`src/rtl/pipe_ctrl.sv`:
```
// pipe_ctrl: merges hold requests into one prioritised hold code, arbitrates
// PC redirects (interrupt entry, deferred jump, live jump) onto a single jump
// port, and sequences interrupt entry as drain -> redirect -> acknowledge.
module pipe_ctrl #(
    parameter int ADDR_W = 32,
    parameter int HOLD_W = 3
) (
    input  logic              clk_i,
    input  logic              rst_i,
    input  logic              hold_ex_i,
    input  logic              hold_bus_i,
    input  logic              jump_req_i,
    input  logic [ADDR_W-1:0] jump_addr_i,
    input  logic              int_req_i,
    input  logic [ADDR_W-1:0] int_addr_i,
    input  logic [ADDR_W-1:0] pc_i,
    output logic [HOLD_W-1:0] hold_flag_o,
    output logic              jump_flag_o,
    output logic [ADDR_W-1:0] jump_addr_o,
    output logic              flush_o,
    output logic              int_ack_o,
    output logic [ADDR_W-1:0] int_epc_o
);

    localparam logic [HOLD_W-1:0] HOLD_NONE = HOLD_W'(0);
    localparam logic [HOLD_W-1:0] HOLD_PC   = HOLD_W'(1);
    localparam logic [HOLD_W-1:0] HOLD_IF   = HOLD_W'(2);
    localparam logic [HOLD_W-1:0] HOLD_ID   = HOLD_W'(3);

    typedef enum logic [1:0] {
        S_IDLE,
        S_DRAIN,
        S_REDIRECT
    } state_t;

    state_t            r_state;
    logic              r_pend_valid;
    logic [ADDR_W-1:0] r_pend_addr;
    logic [ADDR_W-1:0] r_epc;
    logic [ADDR_W-1:0] r_vector;

    logic [HOLD_W-1:0] w_hold;
    logic              w_free;
    logic              w_redir;
    logic              w_live;
    logic              w_pend_go;
    logic              w_defer;
    logic              w_drain_exit;
    logic              w_jump;
    logic [ADDR_W-1:0] w_jump_addr;

    // Hold code is the largest requested; codes are ordered ID > IF > PC.
    always_comb begin
        w_hold = HOLD_NONE;
        if (hold_ex_i)
            w_hold = HOLD_ID;
        else if (r_state == S_DRAIN)
            w_hold = HOLD_IF;
        else if (hold_bus_i)
            w_hold = HOLD_PC;
    end

    // The PC register drops redirects under hold, so only issue when free.
    // Jumps seen in REDIRECT are dropped entirely: the interrupt wins.
    assign w_free       = (w_hold == HOLD_NONE);
    assign w_redir      = w_free && (r_state == S_REDIRECT);
    assign w_live       = w_free && (r_state != S_REDIRECT) && jump_req_i;
    assign w_pend_go    = w_free && (r_state != S_REDIRECT) && !jump_req_i && r_pend_valid;
    assign w_defer      = !w_free && (r_state != S_REDIRECT) && jump_req_i;
    assign w_drain_exit = (r_state == S_DRAIN) && !hold_ex_i && !hold_bus_i;

    // Redirect source select, highest priority first.
    always_comb begin
        w_jump      = 1'b0;
        w_jump_addr = '0;
        if (w_redir) begin
            w_jump      = 1'b1;
            w_jump_addr = r_vector;
        end else if (w_live) begin
            w_jump      = 1'b1;
            w_jump_addr = jump_addr_i;
        end else if (w_pend_go) begin
            w_jump      = 1'b1;
            w_jump_addr = r_pend_addr;
        end
    end

    // Outputs are forced quiet during the reset cycle regardless of stale state.
    assign hold_flag_o = rst_i ? HOLD_NONE : w_hold;
    assign jump_flag_o = !rst_i && w_jump;
    assign flush_o     = !rst_i && w_jump;
    assign jump_addr_o = rst_i ? '0 : w_jump_addr;
    assign int_ack_o   = !rst_i && w_redir;
    assign int_epc_o   = rst_i ? '0 : r_epc;

    // Interrupt entry sequencer: capture vector, drain, capture EPC, redirect.
    always_ff @(posedge clk_i) begin
        if (rst_i) begin
            r_state  <= S_IDLE;
            r_vector <= '0;
            r_epc    <= '0;
        end else begin
            case (r_state)
                S_IDLE: begin
                    if (int_req_i) begin
                        r_state  <= S_DRAIN;
                        r_vector <= int_addr_i;
                    end
                end
                S_DRAIN: begin
                    if (w_drain_exit) begin
                        r_state <= S_REDIRECT;
                        // Return to wherever the program would have gone next.
                        if (r_pend_valid)
                            r_epc <= r_pend_addr;
                        else if (jump_req_i)
                            r_epc <= jump_addr_i;
                        else
                            r_epc <= pc_i;
                    end
                end
                S_REDIRECT: begin
                    if (w_free)
                        r_state <= S_IDLE;
                end
                default: r_state <= S_IDLE;
            endcase
        end
    end

    // Single-entry deferred jump slot, last deferred jump wins.
    always_ff @(posedge clk_i) begin
        if (rst_i) begin
            r_pend_valid <= 1'b0;
            r_pend_addr  <= '0;
        end else if (w_drain_exit) begin
            // Deferred target was folded into EPC; never issue it.
            r_pend_valid <= 1'b0;
        end else if (w_defer) begin
            r_pend_valid <= 1'b1;
            r_pend_addr  <= jump_addr_i;
        end else if (w_live || w_pend_go) begin
            r_pend_valid <= 1'b0;
        end
    end

endmodule

```
`config.mk`:
```
export PLATFORM = sky130hd
export DESIGN_NAME = pipe_ctrl
export DESIGN_NICKNAME = d
export VERILOG_FILES = /design/src/rtl/pipe_ctrl.sv
export SDC_FILE = /design/constraint.sdc
export NUM_CORES = 1
export LEC_CHECK = 0
export BUFFER_PORTS_ARGS = -buffer_cell sky130_fd_sc_hd__buf_4
export CAP_MARGIN = 20
export CORE_MARGIN = 2
export CORE_UTILIZATION = 25
export CTS_CLUSTER_DIAMETER = 120
export DETAILED_ROUTE_END_ITERATION = 6
export GPL_ROUTABILITY_DRIVEN = 0
export GPL_TIMING_DRIVEN = 0
export SETUP_SLACK_MARGIN = 0.05
export SLEW_MARGIN = 20
export SYNTH_ARGS = -nofsm -noshare
export SYNTH_HDL_FRONTEND = slang
export SYNTH_SLANG_ARGS = --single-unit
```
`constraint.sdc`:
```
create_clock -name clk_i -period 1.6 [get_ports clk_i]
set_input_delay 0.08 -clock clk_i [delete_from_list [all_inputs] [get_ports clk_i]]
set_output_delay 0.08 -clock clk_i [all_outputs]
set_load 0.005 [all_outputs]
```
==> reports/summary.txt, run 1 <==
max-cap viol count -> 0
die width -> 156 um
GRT Util Overall -> 17.6%
Worst EP arrival -> 1.90 ns
vias per cell -> 4.63
status -> complete, but fails checks
share of layout cells above drive strength 1 -> 29.9%
core area -> 0.0227 mm^2
antenna-violating nets left -> 0
Crit Path Class -> register to output pin
root buf cell -> clkbuf_16
WL/cell -> 16.3 um
Reg clk slew, reported paths -> 0.07 ns
max-slew violation count -> 0
Relative slew margins -> 51.6%
syn_area_per_cell -> 7.13 um^2
Worst Tran Pin Value -> 0.725 ns
min Tclk post-route -> 1.98 ns
WP buf/inv -> 3
post-synth top area share -> 34.2%
Residual DRC -> 0
full die area -> 0.0244 mm^2
initial core utilization -> 25.5%
drt total wl -> 22.0 mm
area grow syn2layout -> 51.8%
Distinct cells, synth -> 29
CTS tree -> done
crit-path max FO -> 10
Hold Vio Cnt, Final -> 0
cells after synthesis -> 813
Post-synth EDFFs -> 0
#FFs+latches synth -> 99
synth top area cells -> dfxtp_1 34%, nand2_1 19%, a21oi_1 8.5%
P_leak -> 0.00356 uW
slowest CP cell -> dfxtp_4
clock latency on the worst-skew pair -> 0.35 ns
worst path required time -> 1.52 ns
Detailed Route Iter0 Violations -> 354
peak supply drop -> 0.500 mV
routed via count -> 6235
crit-path max cell delay -> 0.37 ns
Initial DRT Pass Iterations -> 4
asr flop ratio synth -> 0%
Top Ports -> 172
pwr dens -> 719 mW/mm^2
worst path cell trace -> nor2b_4 > nor4_4 > buf_6 > buf_12 > a221oi_4 > nor3_2 > buf_4
H-tree depth -> 3
RSZ-0062 raised after global routing -> true
port bufs -> 168
Hold WS -> 0.00290 ns
Die H -> 156 um
vias in the first global route -> 6032
post-route core utilization -> 38.8%
final net count -> 1159
Worst Hold Class -> input pin to register
Max clock buf depth -> 2
hpwl dp -> 16.9 mm
number of antenna violations at the first check in global routing -> 1
Post-Syn Area -> 0.00580 mm^2
dominant cell type by area after synthesis -> dfxtp_1
Remaining Overflow, GRT -> 0
worst clock skew -> 0.00650 ns
Syn Nets -> 915
period utilization -> 124%
yosys warns -> 0
Most used DFF post-synth -> dfxtp_1
CTS Buf Count -> 9
sum of negative setup slack -> -11.75 ns
largest net degree at the start of global routing -> 17
final worst slack -> -0.380 ns
startpoint type of the worst setup path -> register
first-pass GRT wire length -> 33.1 mm
Std-Cell Rows -> 55
sequential fraction of the synthesis area -> 34.2%
most frequent cell after synthesis -> nand2_1
Setup crit end kind -> output pin
Setup Viol. Count Final -> 35
Largest delay share family, worst path -> simple AND/OR/NAND/NOR gates
failing checks -> setup timing
highest attainable clock frequency -> 0.505 GHz
top cells by count, synth -> 289 x nand2_1, 99 x a21oi_1, 99 x dfxtp_1
clock sink total -> 99
## worst reg2reg max path: cells and delay by family (launching register included)
| kind | cells | cell delay [ns] |
|---|---|---|
| AND/OR/NAND/NOR | 3 | 0.49 |
| buffers and inverters | 3 | 0.45 |
| flip-flops | 1 | 0.37 |
| AO/OA/AOI/OAI | 1 | 0.11 |
## where the power goes
group | total [uW] | switching, uW | internal [uW]
Sequential | 2680 | 92.5 | 2590
Combinational | 1370 | 752 | 615
Clock | 2280 | 1030 | 1250
## stage by stage
| stage | worst slack (ns) | instances | power [uW] | area, um^2 |
|---|---|---|---|---|
| finish | -0.380 | 1348 | 6330 | 8800 |
| global route | -0.498 | 1348 | 6610 | 8800 |
| CTS | -0.401 | 1346 | 6330 | 8750 |
| detailed placement | -0.392 | 1266 | 3880 | 7420 |
| global placement | -0.347 | 1266 | 3860 | 7420 |
| floorplan | 0.207 | 813 | 3350 | 5800 |
## layer usage
metal | GRT usage (%) | vias to the layer above | share of wire, %
met2 | 28.2 | 170 | 46
met1 | 23.3 | 2821 | 45
met5 | 0 | - | 0
met4 | 7.65 | 0 | 3.1
li1 | - | 3208 | -
met3 | 3.02 | 36 | 5.3
## cell type report
| cell class | instances | area [um^2] |
|---|---|---|
| Clock inverter | 6 | 65.1 |
| Tap cell | 285 | 357 |
| Clock buffer | 10 | 239 |
| Sequential cell | 99 | 1990 |
| Buffer | 74 | 495 |
| Timing Repair Buffer | 235 | 1950 |
| Antenna cell | 1 | 2.50 |
| Multi-Input combinational cell | 638 | 3700 |
| Fill cell | 2409 | 13900 |
## flip-flops by register name, summed over array words and instances (netlist names)
name and cells:
r_epc 32, r_pend_addr 32, r_pend_valid 1, r_state 2, r_vector 32
## cells by family after synthesis
kind of cell / synth area share (%)
AOI/OAI and AO/OA: 20.0
buffers and inverters: 5.91
DFF: 34.2
muxes: 5.52
other: 0.0647
and+or+nand+nor: 34.3
## worst paths after layout
path | start | end | slack [ns] | depth (start not counted)
setup / recovery | r_state[1]$_SDFFE_PP0P_ | jump_addr_o[13] | -0.38 | 7
hold / removal | jump_addr_i[13] | r_pend_addr[13]$_SDFFE_PP0P_ | 0.003 | 3
setup reg to reg | r_state[1]$_SDFFE_PP0P_ | r_vector[23]$_SDFFE_PP0P_ | 0.11 | 7
hold reg to reg | r_epc[3]$_SDFFE_PP0P_ | r_epc[3]$_SDFFE_PP0P_ | 0.45 | 2
## placed cells by master (no fill, tap or decap), types with 3 or more instances in the layout
master / synthesis / layout
a21oi_1: 99 / 99
a221oi_2: 29 / 19
a221oi_4: 0 / 12
buf_1: 6 / 3
buf_12: 0 / 3
buf_2: 7 / 8
buf_4: 4 / 180
buf_6: 4 / 6
clkbuf_1: 54 / 27
clkbuf_16: 0 / 10
clkbuf_2: 0 / 9
clkbuf_4: 1 / 7
clkbuf_8: 0 / 5
clkinvlp_4: 0 / 4
dfxtp_1: 99 / 96
dlygate4sd3_1: 0 / 58
mux2i_1: 32 / 32
nand2_1: 289 / 287
nor2_1: 42 / 39
nor2b_1: 34 / 32
nor3_1: 33 / 31
nor3_2: 30 / 32
o21ai_0: 33 / 33
## what timing repair did
item,4_1_cts,5_1_grt
pin swaps,13,4
hold buffers,58,0
setup buffers,6,1
resized for setup,92,27
endpoints found under the hold margin,58,0
cloned,2,0
setup endpoints to repair,130,128
Power figures use the tool's default switching activity.
==> run 2: changes to the inputs <==
--- a/config.mk
+++ b/config.mk
@@ -5,7 +5,7 @@
 export SDC_FILE = /design/constraint.sdc
 export NUM_CORES = 1
 export LEC_CHECK = 0
-export BUFFER_PORTS_ARGS = -buffer_cell sky130_fd_sc_hd__buf_4
+export BUFFER_PORTS_ARGS = -buffer_cell sky130_fd_sc_hd__clkbuf_2
 export CAP_MARGIN = 20
 export CORE_MARGIN = 2
 export CORE_UTILIZATION = 25
==> run 2 against run 1 <==
Against the previous run:
- first-iteration DRC count fell by 5.4%
- final cell count grew 0.30%
- the run still ends with setup timing left
- critical path type unchanged
- routed wire length is 0.82% higher
==> reports/summary.txt, run 2 (synthesis results as in run 1) <==
worst path required time -> 1.52 ns (about the same)
min Tclk post-route -> 2.06 ns (+0.0799 ns)
core area -> 0.0227 mm^2 (unchanged)
crit-path max cell delay -> 0.36 ns (about the same)
WP buf/inv -> 2 (-1)
first-pass GRT wire length -> 33.2 mm (+0.50%)
max-slew violation count -> 0 (unchanged)
Design Power -> 6440 uW (+1.8%)
Reg clk slew, reported paths -> 0.07 ns (about the same)
period utilization -> 129% (+5.0 points)
Hold WS -> 0.00779 ns (+0.00489 ns)
Largest delay share family, worst path -> simple AND/OR/NAND/NOR gates
max-cap viol count -> 0 (unchanged)
Psw -> 1920 uW (+2.6%)
highest attainable clock frequency -> 0.486 GHz (-3.9%)
Std-Cell Rows -> 55 (unchanged)
clock sink total -> 99 (unchanged)
Setup crit end kind -> output pin
P_int -> 4520 uW (+1.5%)
Detailed Route Iter0 Violations -> 335 (-5.4%)
fin area -> 0.00853 mm^2 (-3.1%)
area grow syn2layout -> 47.0%
routed via count -> 6419 (+3.0%)
largest net degree at the start of global routing -> 18 (+1)
RSZ-0062 raised after global routing -> true
antenna-violating nets left -> 0 (unchanged)
vias per cell -> 4.75 (+2.6%)
clock latency on the worst-skew pair -> 0.36 ns (about the same)
root buf cell -> clkbuf_16
Reg area -> 0.00199 mm^2 (unchanged)
vias in the first global route -> 6106 (+1.2%)
full die area -> 0.0244 mm^2 (unchanged)
number of antenna violations at the first check in global routing -> 1 (unchanged)
post-route core utilization -> 37.5% (-1.2 points)
Multi-input gate area -> 0.00374 mm^2 (+1.1%)
GRT Util Overall -> 17.7% (+0.089 points)
Hold Vio Cnt, Final -> 0 (unchanged)
Worst Hold Class -> input pin to register
Fillers -> 2424 (+0.62%)
hpwl dp -> 16.8 mm (-0.15%)
slowest CP cell -> dfxtp_4
combinational share of power -> 20.4% (-1.2 points)
most frequent cells in the layout -> 288 x nand2_1, 156 x clkbuf_2, 98 x a21oi_1, 96 x dfxtp_1, 61 x dlygate4sd3_1
CTS tree -> done
Initial DRT Pass Iterations -> 5 (+1)
GR peak layer -> met2
commonest non-fill, non-tap cell in the layout -> nand2_1
met3 usage -> 3.16% (+0.14 points)
GR Util met1 -> 23.0% (-0.27 points)
failing checks -> setup timing
Remaining Overflow, GRT -> 0 (unchanged)
GR Util met2 -> 28.7% (+0.44 points)
Residual DRC -> 0 (unchanged)
worst clock skew -> 0.00595 ns (-0.000550 ns)
peak supply drop -> 0.535 mV (+7.1%)
placed inst area -> 0.00700 mm^2 (-5.7%)
crit-path max FO -> 7 (-3)
WL/cell -> 16.4 um (+0.52%)
final worst slack -> -0.460 ns (-0.0799 ns)
Setup Viol. Count Final -> 34 (-2.9%)
final net count -> 1163 (+0.35%)
Max clock buf depth -> 2 (unchanged)
drt total wl -> 22.2 mm (+0.82%)
Worst EP arrival -> 1.98 ns (+0.08 ns)
die width -> 156 um (unchanged)
initial core utilization -> 25.5% (unchanged)
worst path cell trace -> nor2b_4 > nor4_4 > buf_12 > a221oi_1 > nor3_2 > clkbuf_2
startpoint type of the worst setup path -> register
largest registers -> r_epc x32, r_pend_addr x32, r_vector x32
P_leak -> 0.00353 uW (-0.69%)
Clock power frac -> 38.0% (+1.9 points)
Top Ports -> 172 (unchanged)
sequential power share -> 41.6% (-0.7 points)
Crit Path Class -> register to output pin
status -> complete, but fails checks
switching fraction of total power -> 29.9% (+0.24 points)
share of layout cells above drive strength 1 -> 30.3% (+0.36 points)
Relative slew margins -> 51.4% (-0.23 points)
port bufs -> 168 (unchanged)
pwr dens -> 756 mW/mm^2 (+5.1%)
CTS Buf Count -> 9 (unchanged)
H-tree depth -> 3 (unchanged)
Die H -> 156 um (unchanged)
sum of negative setup slack -> -12.08 ns (-0.337 ns)
Worst Tran Pin Value -> 0.729 ns (+0.00351 ns)
-- run 2: cell count changes in the layout (fill, tap and decap cells not counted), sizes merged --
cell	before	now
buf	203	58
bufinv	1	2
clkbuf	58	203
clkinv	1	3
clkinvlp	4	0
dlygate4sd3	58	61
inv	0	2
-- run 2: final cells by class --
cell class	count	area share [%]
antenna	1	0.0294
buffer	74	5.86
clock buffer	9	2.64
clock inverter	7	1.17
multi-input combinational	638	43.9
sequential	99	23.3
tap	285	4.18
timing repair buffer	239	18.9
-- run 2: repair_timing --
| action | in CTS | in global routing |
|---|---|---|
| gates cloned | 2 | 1 |
| endpoints found under the setup margin | 129 | 120 |
| hold endpoints to repair | 61 | 0 |
| hold buffers | 61 | 0 |
| setup buffers | 6 | 3 |
| gates resized for setup | 80 | 80 |
| pin swaps | 16 | 17 |
-- run 2: final timing paths --
| path | start | end | slack [ns] | cells after the start |
|---|---|---|---|---|
| min | jump_addr_i[20] | r_pend_addr[20]$_SDFFE_PP0P_ | 0.008 | 3 |
| min reg2reg | r_epc[9]$_SDFFE_PP0P_ | r_epc[9]$_SDFFE_PP0P_ | 0.45 | 2 |
| max reg2reg | r_state[1]$_SDFFE_PP0P_ | r_pend_addr[6]$_SDFFE_PP0P_ | 0.10 | 6 |
| max | r_state[1]$_SDFFE_PP0P_ | jump_addr_o[0] | -0.46 | 6 |
-- run 2: worst min-delay path, cell delays in order --
cell	delay [ns]
clkbuf_2	0.12
nand2_1	0.07
a21oi_1	0.05
-- run 2: power groups by stage --
stage / Sequential [uW] / Clock [uW] / Combinational [uW]
2_1_floorplan: 2710 / 0 / 646
3_3_place_gp: 2720 / 0 / 1050
3_5_place_dp: 2730 / 0 / 1060
4_1_cts: 2680 / 2480 / 1270
5_1_grt: 2700 / 2590 / 1430
6_report: 2680 / 2450 / 1310
-- run 2: stage by stage --
stage | setup slack (ns) | instances
finish | -0.460 | 1352
floorplan | 0.207 | 813
detailed placement | -0.333 | 1266
global placement | -0.325 | 1266
CTS | -0.398 | 1349
global route | -0.464 | 1352
-- run 2: routing by layer --
metal	part of all wire (%)	vias to the layer above
met5	0	-
met3	5.7	43
li1	-	3226
met1	44	2923
met2	47	227
met4	3.6	0
